===== config.mk =====
export PLATFORM = sky130hd
export DESIGN_NAME = exec_hazard_controller
export DESIGN_NICKNAME = d
export VERILOG_FILES = /design/src/rtl/exec_hazard_controller.sv
export SDC_FILE = /design/constraint.sdc
export NUM_CORES = 1
export LEC_CHECK = 0
export CAP_MARGIN = 10
export CORE_UTILIZATION = 36
export CTS_BUF_LIST = sky130_fd_sc_hd__clkbuf_4 sky130_fd_sc_hd__clkbuf_8
export CTS_CLUSTER_SIZE = 10
export DETAILED_ROUTE_END_ITERATION = 10
export GPL_ROUTABILITY_DRIVEN = 0
export PLACE_DENSITY = 0.63
export SLEW_MARGIN = 20
export SYNTH_ARGS = -nofsm -noshare
export SYNTH_HDL_FRONTEND = slang
export SYNTH_SLANG_ARGS = --single-unit

===== constraint.sdc =====
create_clock -name i_clk -period 3.5 [get_ports i_clk]
set_clock_uncertainty 0.05 [all_clocks]
set_input_delay 0.525 -clock i_clk [delete_from_list [all_inputs] [get_ports i_clk]]
set_output_delay 0.525 -clock i_clk [all_outputs]
set_load 0.05 [all_outputs]

===== src/rtl/exec_hazard_controller.sv =====
// Execution-stage hazard and forwarding controller for the 7-stage pipeline
// (IF, ID, EX, DM1, DM2, DM3, WB).
//
// The controller tracks the destination register of each instruction in
// EX, DM1, DM2 and DM3. From that tracker it drives two groups of outputs:
// - the ALU operand mux selects, registered for the instruction entering EX;
// - stall and clear controls for the IF/ID, ID/EX and EX pipeline registers.
//
// Load data can only be forwarded from WB. A consumer therefore stalls while
// a matching load sits in EX, DM1 or DM2.
module exec_hazard_controller #(
    parameter logic HIGH = 1'b1,
    parameter logic LOW  = 1'b0
) (
    input  logic        i_clk,
    input  logic        i_rst_n,
    input  logic        i_dec_valid,
    input  logic [4:0]  i_dec_rs1_address,
    input  logic [4:0]  i_dec_rs2_address,
    input  logic        i_dec_rs1_used,
    input  logic        i_dec_rs2_used,
    input  logic [4:0]  i_dec_rd_address,
    input  logic        i_dec_rd_write_enable,
    input  logic        i_dec_is_load,
    input  logic        i_branch_taken,
    input  logic        i_data_cache_ready,
    output logic [2:0]  o_alu_in1_mux_select,
    output logic [2:0]  o_alu_in2_mux_select,
    output logic        o_stall_fetch_stage,
    output logic        o_stall_decode_stage,
    output logic        o_stall_execution_stage,
    output logic        o_clear_fetch_stage,
    output logic        o_clear_decode_stage,
    output logic [31:0] o_stall_cycle_count
);

    // Operand mux encodings.
    localparam logic [2:0] SEL_RS  = 3'd0;
    localparam logic [2:0] SEL_IMM = 3'd1;
    localparam logic [2:0] SEL_DM1 = 3'd2;
    localparam logic [2:0] SEL_DM2 = 3'd3;
    localparam logic [2:0] SEL_DM3 = 3'd4;
    localparam logic [2:0] SEL_WB  = 3'd5;

    // Tracker slots. Index 0 = EX, 1 = DM1, 2 = DM2, 3 = DM3.
    // A slot in EX is forwarded from DM1 on the next cycle (code 2). Each
    // older slot shifts the forwarding source one stage further.
    logic [3:0] r_slot_valid;
    logic [3:0] r_slot_load;
    logic [4:0] r_slot_rd [0:3];

    logic [2:0]  r_sel1;
    logic [2:0]  r_sel2;
    logic [31:0] r_stall_cycle_count;

    logic [3:0] w_rs1_hit;
    logic [3:0] w_rs2_hit;
    logic [2:0] w_sel1;
    logic [2:0] w_sel2;
    logic       w_load_use;
    logic       w_freeze;
    logic       w_branch;
    logic       w_stall;
    logic       w_bubble;
    logic       w_ex_valid;

    // Per-slot source match: the slot is valid, its rd equals the source,
    // and the source is not x0.
    genvar gi;
    generate
        for (gi = 0; gi < 4; gi++) begin : g_hit
            assign w_rs1_hit[gi] = i_dec_rs1_used && r_slot_valid[gi] &&
                                   (i_dec_rs1_address != 5'd0) &&
                                   (r_slot_rd[gi] == i_dec_rs1_address);
            assign w_rs2_hit[gi] = i_dec_rs2_used && r_slot_valid[gi] &&
                                   (i_dec_rs2_address != 5'd0) &&
                                   (r_slot_rd[gi] == i_dec_rs2_address);
        end
    endgenerate

    // Youngest-first forwarding priority. An unused source takes PC/IMM.
    function automatic logic [2:0] f_select(input logic used, input logic [3:0] hit);
        logic [2:0] sel;
        sel = SEL_RS;
        if (!used)       sel = SEL_IMM;
        else if (hit[0]) sel = SEL_DM1;
        else if (hit[1]) sel = SEL_DM2;
        else if (hit[2]) sel = SEL_DM3;
        else if (hit[3]) sel = SEL_WB;
        return sel;
    endfunction

    assign w_sel1 = f_select(i_dec_rs1_used, w_rs1_hit);
    assign w_sel2 = f_select(i_dec_rs2_used, w_rs2_hit);

    // A load in DM3 reaches WB next cycle, so it forwards with no stall.
    // Only loads in EX, DM1 or DM2 block a real consumer.
    assign w_load_use = i_dec_valid &&
                        (|((w_rs1_hit[2:0] | w_rs2_hit[2:0]) & r_slot_load[2:0]));

    // Control priority: freeze > branch > load-use > advance.
    assign w_freeze = !i_data_cache_ready;
    assign w_branch = i_data_cache_ready && i_branch_taken;
    assign w_stall  = i_data_cache_ready && !i_branch_taken && w_load_use;
    assign w_bubble = w_branch || w_stall;

    assign w_ex_valid = i_dec_valid && i_dec_rd_write_enable &&
                        (i_dec_rd_address != 5'd0);

    assign o_stall_fetch_stage     = (w_freeze || w_stall) ? HIGH : LOW;
    assign o_stall_decode_stage    = (w_freeze || w_stall) ? HIGH : LOW;
    assign o_stall_execution_stage = w_freeze ? HIGH : LOW;
    assign o_clear_fetch_stage     = w_branch ? HIGH : LOW;
    assign o_clear_decode_stage    = w_bubble ? HIGH : LOW;

    assign o_alu_in1_mux_select = r_sel1;
    assign o_alu_in2_mux_select = r_sel2;
    assign o_stall_cycle_count  = r_stall_cycle_count;

    // EX slot: load the ID instruction, or a bubble on a branch or load-use.
    // Hold the slot during a freeze.
    always_ff @(posedge i_clk or negedge i_rst_n) begin
        if (!i_rst_n) begin
            r_slot_valid[0] <= 1'b0;
            r_slot_load[0]  <= 1'b0;
            r_slot_rd[0]    <= 5'd0;
        end else if (!w_freeze) begin
            if (w_bubble) begin
                r_slot_valid[0] <= 1'b0;
                r_slot_load[0]  <= 1'b0;
                r_slot_rd[0]    <= 5'd0;
            end else begin
                r_slot_valid[0] <= w_ex_valid;
                r_slot_load[0]  <= i_dec_is_load;
                r_slot_rd[0]    <= i_dec_rd_address;
            end
        end
    end

    generate
        for (gi = 1; gi < 4; gi++) begin : g_shift
            // Older slots shift one stage on every non-frozen edge.
            always_ff @(posedge i_clk or negedge i_rst_n) begin
                if (!i_rst_n) begin
                    r_slot_valid[gi] <= 1'b0;
                    r_slot_load[gi]  <= 1'b0;
                    r_slot_rd[gi]    <= 5'd0;
                end else if (!w_freeze) begin
                    r_slot_valid[gi] <= r_slot_valid[gi-1];
                    r_slot_load[gi]  <= r_slot_load[gi-1];
                    r_slot_rd[gi]    <= r_slot_rd[gi-1];
                end
            end
        end
    endgenerate

    // Operand selects follow the instruction entering EX. A bubble gets
    // select 0. During a freeze the selects hold.
    always_ff @(posedge i_clk or negedge i_rst_n) begin
        if (!i_rst_n) begin
            r_sel1 <= SEL_RS;
            r_sel2 <= SEL_RS;
        end else if (!w_freeze) begin
            if (w_bubble) begin
                r_sel1 <= SEL_RS;
                r_sel2 <= SEL_RS;
            end else begin
                r_sel1 <= w_sel1;
                r_sel2 <= w_sel2;
            end
        end
    end

    // Count the cycles that lose an EX slot to a bubble. This never counts
    // during a freeze, because a bubble requires the cache to be ready.
    always_ff @(posedge i_clk or negedge i_rst_n) begin
        if (!i_rst_n) begin
            r_stall_cycle_count <= 32'd0;
        end else if (w_bubble) begin
            r_stall_cycle_count <= r_stall_cycle_count + 32'd1;
        end
    end

endmodule

==> impl_metrics.tcl, run 1 <==
set metrics [dict create \
    result_of_the_run "finished clean" \
    postRouteAntennaNets 0 \
    core_area_um2 9370 \
    cp_top_family "simple AND/OR/NAND/NOR gates" \
    dieArea_um2 10200 \
    synthesis.instances 319 \
    wl_per_cell_um 15.7 \
    max_slew_margin_pct 45.5 \
    finalNetCount 409 \
    avgViaCountPerCell 5.10 \
    clock_tree.buffer_depth 2 \
    start_util_pct 37.5 \
    yosys_warnings 0 \
    htree_levels 3 \
    grt_antenna_before_repair 0 \
    drt_iter0_drc 53 \
    detailedPlacementHpwl_mm 5.84 \
    post_synth_num_cell_types 38 \
    final_min_period_over_clock_period_pct 94.4 \
    master_of_the_slowest_instance_on_the_critical_path "sky130_fd_sc_hd__clkdlybuf4s50_1" \
    die_h_um 101 \
    worst_path_largest_cell_delay_ns 0.54 \
    synth-main-ff-cell "sky130_fd_sc_hd__dfrtp_1" \
    grt_first_pass_wirelength_mm 13.4 \
    numCtsBuffers 9 \
    most_common_cell_after_layout_fill_and_taps_aside "sky130_fd_sc_hd__dfrtp_1" \
    worst_ep_required_time_ns 2.92 \
    worst_ep_arrival_time_ns 2.73 \
    power.density_cell_area_nw_per_um2 473 \
    min_period_ns 3.31 \
    critical_path.startpoint_type "primary input" \
    groute.usage.overall_pct 17.5 \
    synthesis.area_um2 3520 \
    finalHoldViolations 0 \
    synth_fp_nets 344 \
    drive_gt1_share_pct 17.8 \
    number_of_global_route_vias_before_repair 2670 \
    detailedRoute.firstPassIterationCount 4 \
    core.rowCount 35 \
    worstSkewPairLatency_ns 0.34 \
    clkTransAtPathRegs_ns 0.07 \
    rrSetupSlack_ns 0.91 \
    numPortBuffers 66 \
    hold_class "primary input to async pin" \
    drt-total-wl_mm 8.11 \
    max_clock_freq_ghz 0.303 \
    grt_max_degree 38 \
    average_footprint_of_a_synthesized_cell_um2 11.0 \
    cts_tree "built" \
    unrepaired_setup_endpoints_after_global_routing "false" \
    timing.final.setup_violations 0 \
    worst-setup-path-type "primary input to output pin" \
    antenna_cells_inserted 0 \
    max_fanout_on_critical_path 5 \
    drv_slew 0 \
    p_leak_uw 0.00196 \
    max_cap_viol_count 0 \
    critical_path.n_buffers_inverters 2 \
    finish.utilization_pct 48.1 \
    cts_setup_buffers 0 \
    synth_edf_count 0 \
    clockRootBuffer "sky130_fd_sc_hd__clkbuf_8" \
    tightestPinTransition_ns 0.818 \
    clock-sinks 65 \
    routed-via-count 2633 \
    list_of_cells_traversed_by_the_critical_path "clkdlybuf4s50_1, or4_1, o21a_1, nand4_1, a21oi_1, nor3_1, nand2_1, buf_12" \
    cts_hold_buffers 0 \
    post_synthesis_register_bit_count 65 \
    io_pins 67 \
    async_set_reset_flop_share_out_of_synthesis_pct 100 \
    portion_of_the_post_synthesis_area_used_by_sequential_elements_pct 46.3 \
    ctsResizeCount 0 \
    vdd.ir_drop.worst_v 0.000220 \
    detail_route.drc_violations 0 \
    worstSetupEndpointType "output pin" \
    grt_overflow_total 0 \
    fin_setup_tns_ns 0 \
    layout.cells.most_common_list "65 x sky130_fd_sc_hd__dfrtp_1, 60 x sky130_fd_sc_hd__clkdlybuf4s50_1, 59 x sky130_fd_sc_hd__xor2_1, 27 x sky130_fd_sc_hd__nand2_1, 20 x sky130_fd_sc_hd__mux2_2" \
    die_w_um 101 \
    area.growth.synth_to_final_pct 28.1 \
]
==> path summary, 6_finish.rpt <==
kind / start / depth (start not counted) / endpoint
worst max-delay path: i_dec_rs1_address[2] / 8 / o_stall_fetch_stage
worst min-delay path: i_rst_n / 1 / r_slot_valid[2]
worst max register to register: r_slot_rd[9] / 8 / o_stall_cycle_count[31]
worst min register to register: o_stall_cycle_count[31] / 1 / o_stall_cycle_count[31]
max in group asynchronous: i_rst_n / 2 / o_stall_cycle_count[27]
min in group i_clk: o_stall_cycle_count[31] / 1 / o_stall_cycle_count[31]
==> state kept, by name, indices dropped and copies added, names as in the netlist <==
register              flops
o_stall_cycle_count      32
o_alu_in1_mux_select      3
o_alu_in2_mux_select      3
r_slot_valid              4
r_slot_rd                20
r_slot_load               3
==> worst register-to-register path: stages, from the launching register on <==
cell                      delay (ns)
sky130_fd_sc_hd__dfrtp_1        0.43
sky130_fd_sc_hd__xor2_1         0.18
sky130_fd_sc_hd__nor4_1         0.49
sky130_fd_sc_hd__nand4_2        0.20
sky130_fd_sc_hd__a21oi_2        0.25
sky130_fd_sc_hd__nor4_4         0.09
sky130_fd_sc_hd__buf_12         0.18
sky130_fd_sc_hd__nor4b_1        0.47
sky130_fd_sc_hd__xor2_1         0.12
==> metrics by stage <==
step | power, uW | cell area, um^2 | setup slack [ns] | instances | hold WS, ns
floorplan | 1360 | 3520 | 0.430 | 319 | 0.179
global placement | 1580 | 4340 | 0.230 | 502 | 0.413
detailed placement | 1580 | 4340 | 0.207 | 502 | 0.414
CTS | 2160 | 4500 | 0.195 | 516 | 0.254
global route | 2240 | 4500 | 0.0611 | 516 | 0.277
finish | 2130 | 4500 | 0.195 | 516 | 0.218
==> cells in the mapped netlist (2+ instances only) <==
cell type	n	area share, %
sky130_fd_sc_hd__clkbuf_1	11	1.2
sky130_fd_sc_hd__or4_1	2	0.43
sky130_fd_sc_hd__nand4_2	2	0.71
sky130_fd_sc_hd__buf_1	3	0.32
sky130_fd_sc_hd__buf_4	3	0.64
sky130_fd_sc_hd__o2bb2ai_2	9	3.8
sky130_fd_sc_hd__a21boi_0	2	0.43
sky130_fd_sc_hd__nor3_1	12	1.7
sky130_fd_sc_hd__nor3b_1	2	0.43
sky130_fd_sc_hd__and4_1	3	0.75
sky130_fd_sc_hd__nor4b_1	5	1.2
sky130_fd_sc_hd__dfrtp_1	65	46
sky130_fd_sc_hd__nand2_1	27	2.9
sky130_fd_sc_hd__nor2_1	4	0.43
sky130_fd_sc_hd__mux2_2	20	6.4
sky130_fd_sc_hd__xnor2_1	12	3.0
sky130_fd_sc_hd__or2_2	4	0.71
sky130_fd_sc_hd__o21ai_0	2	0.28
sky130_fd_sc_hd__buf_2	2	0.28
sky130_fd_sc_hd__buf_6	4	1.3
sky130_fd_sc_hd__nor4_1	19	3.4
sky130_fd_sc_hd__o2bb2ai_1	3	0.75
sky130_fd_sc_hd__nand4_1	13	2.3
sky130_fd_sc_hd__nand3_1	7	1.0
sky130_fd_sc_hd__and2_1	3	0.53
sky130_fd_sc_hd__a21oi_1	5	0.71
sky130_fd_sc_hd__o21a_1	2	0.43
sky130_fd_sc_hd__inv_1	5	0.53
sky130_fd_sc_hd__xor2_1	59	15
==> area by class of cell <==
cell class,count,area (um^2)
clock buffer,11,151
clock inverter,3,17.5
fill,898,4870
inverter,6,22.5
multi-input combinational,225,1740
sequential,65,1630
tap,129,161
timing repair buffer,77,788
==> layer usage <==
metal	GRT usage, %	up-vias	wire length [um]
met5	0	-	0
met2	28.7	71	3930
met4	6.02	0	162
met1	21.3	1297	3580
li1	-	1250	-
met3	6.17	15	446
==> kinds of logic after synthesis <==
kind of cell,share of synthesized area [%]
XOR/XNOR,17.7
AND/OR/NAND/NOR,17.7
buffers and inverters,4.34
flip-flops,46.3
multiplexers,6.73
adder cells (fa/ha/maj),0.356
AO/OA/AOI/OAI,6.94
==> power by group <==
group	total [uW]	switching (uW)	internal (uW)
logic	596	348	248
clock network	568	283	285
registers	967	121	846
No activity file was read; power rests on OpenSTA's default activity.
==> inputs of run 2 (changes only) <==
- GPL_TIMING_DRIVEN: default -> 1
==> results of run 2 <==
Final layout, timing and power as in run 1 (identical DEF).
==> inputs of run 3 (changes only) <==
- SLEW_MARGIN: 20 -> default
==> results of run 3 <==
Final layout, timing and power as in run 1 (identical DEF).
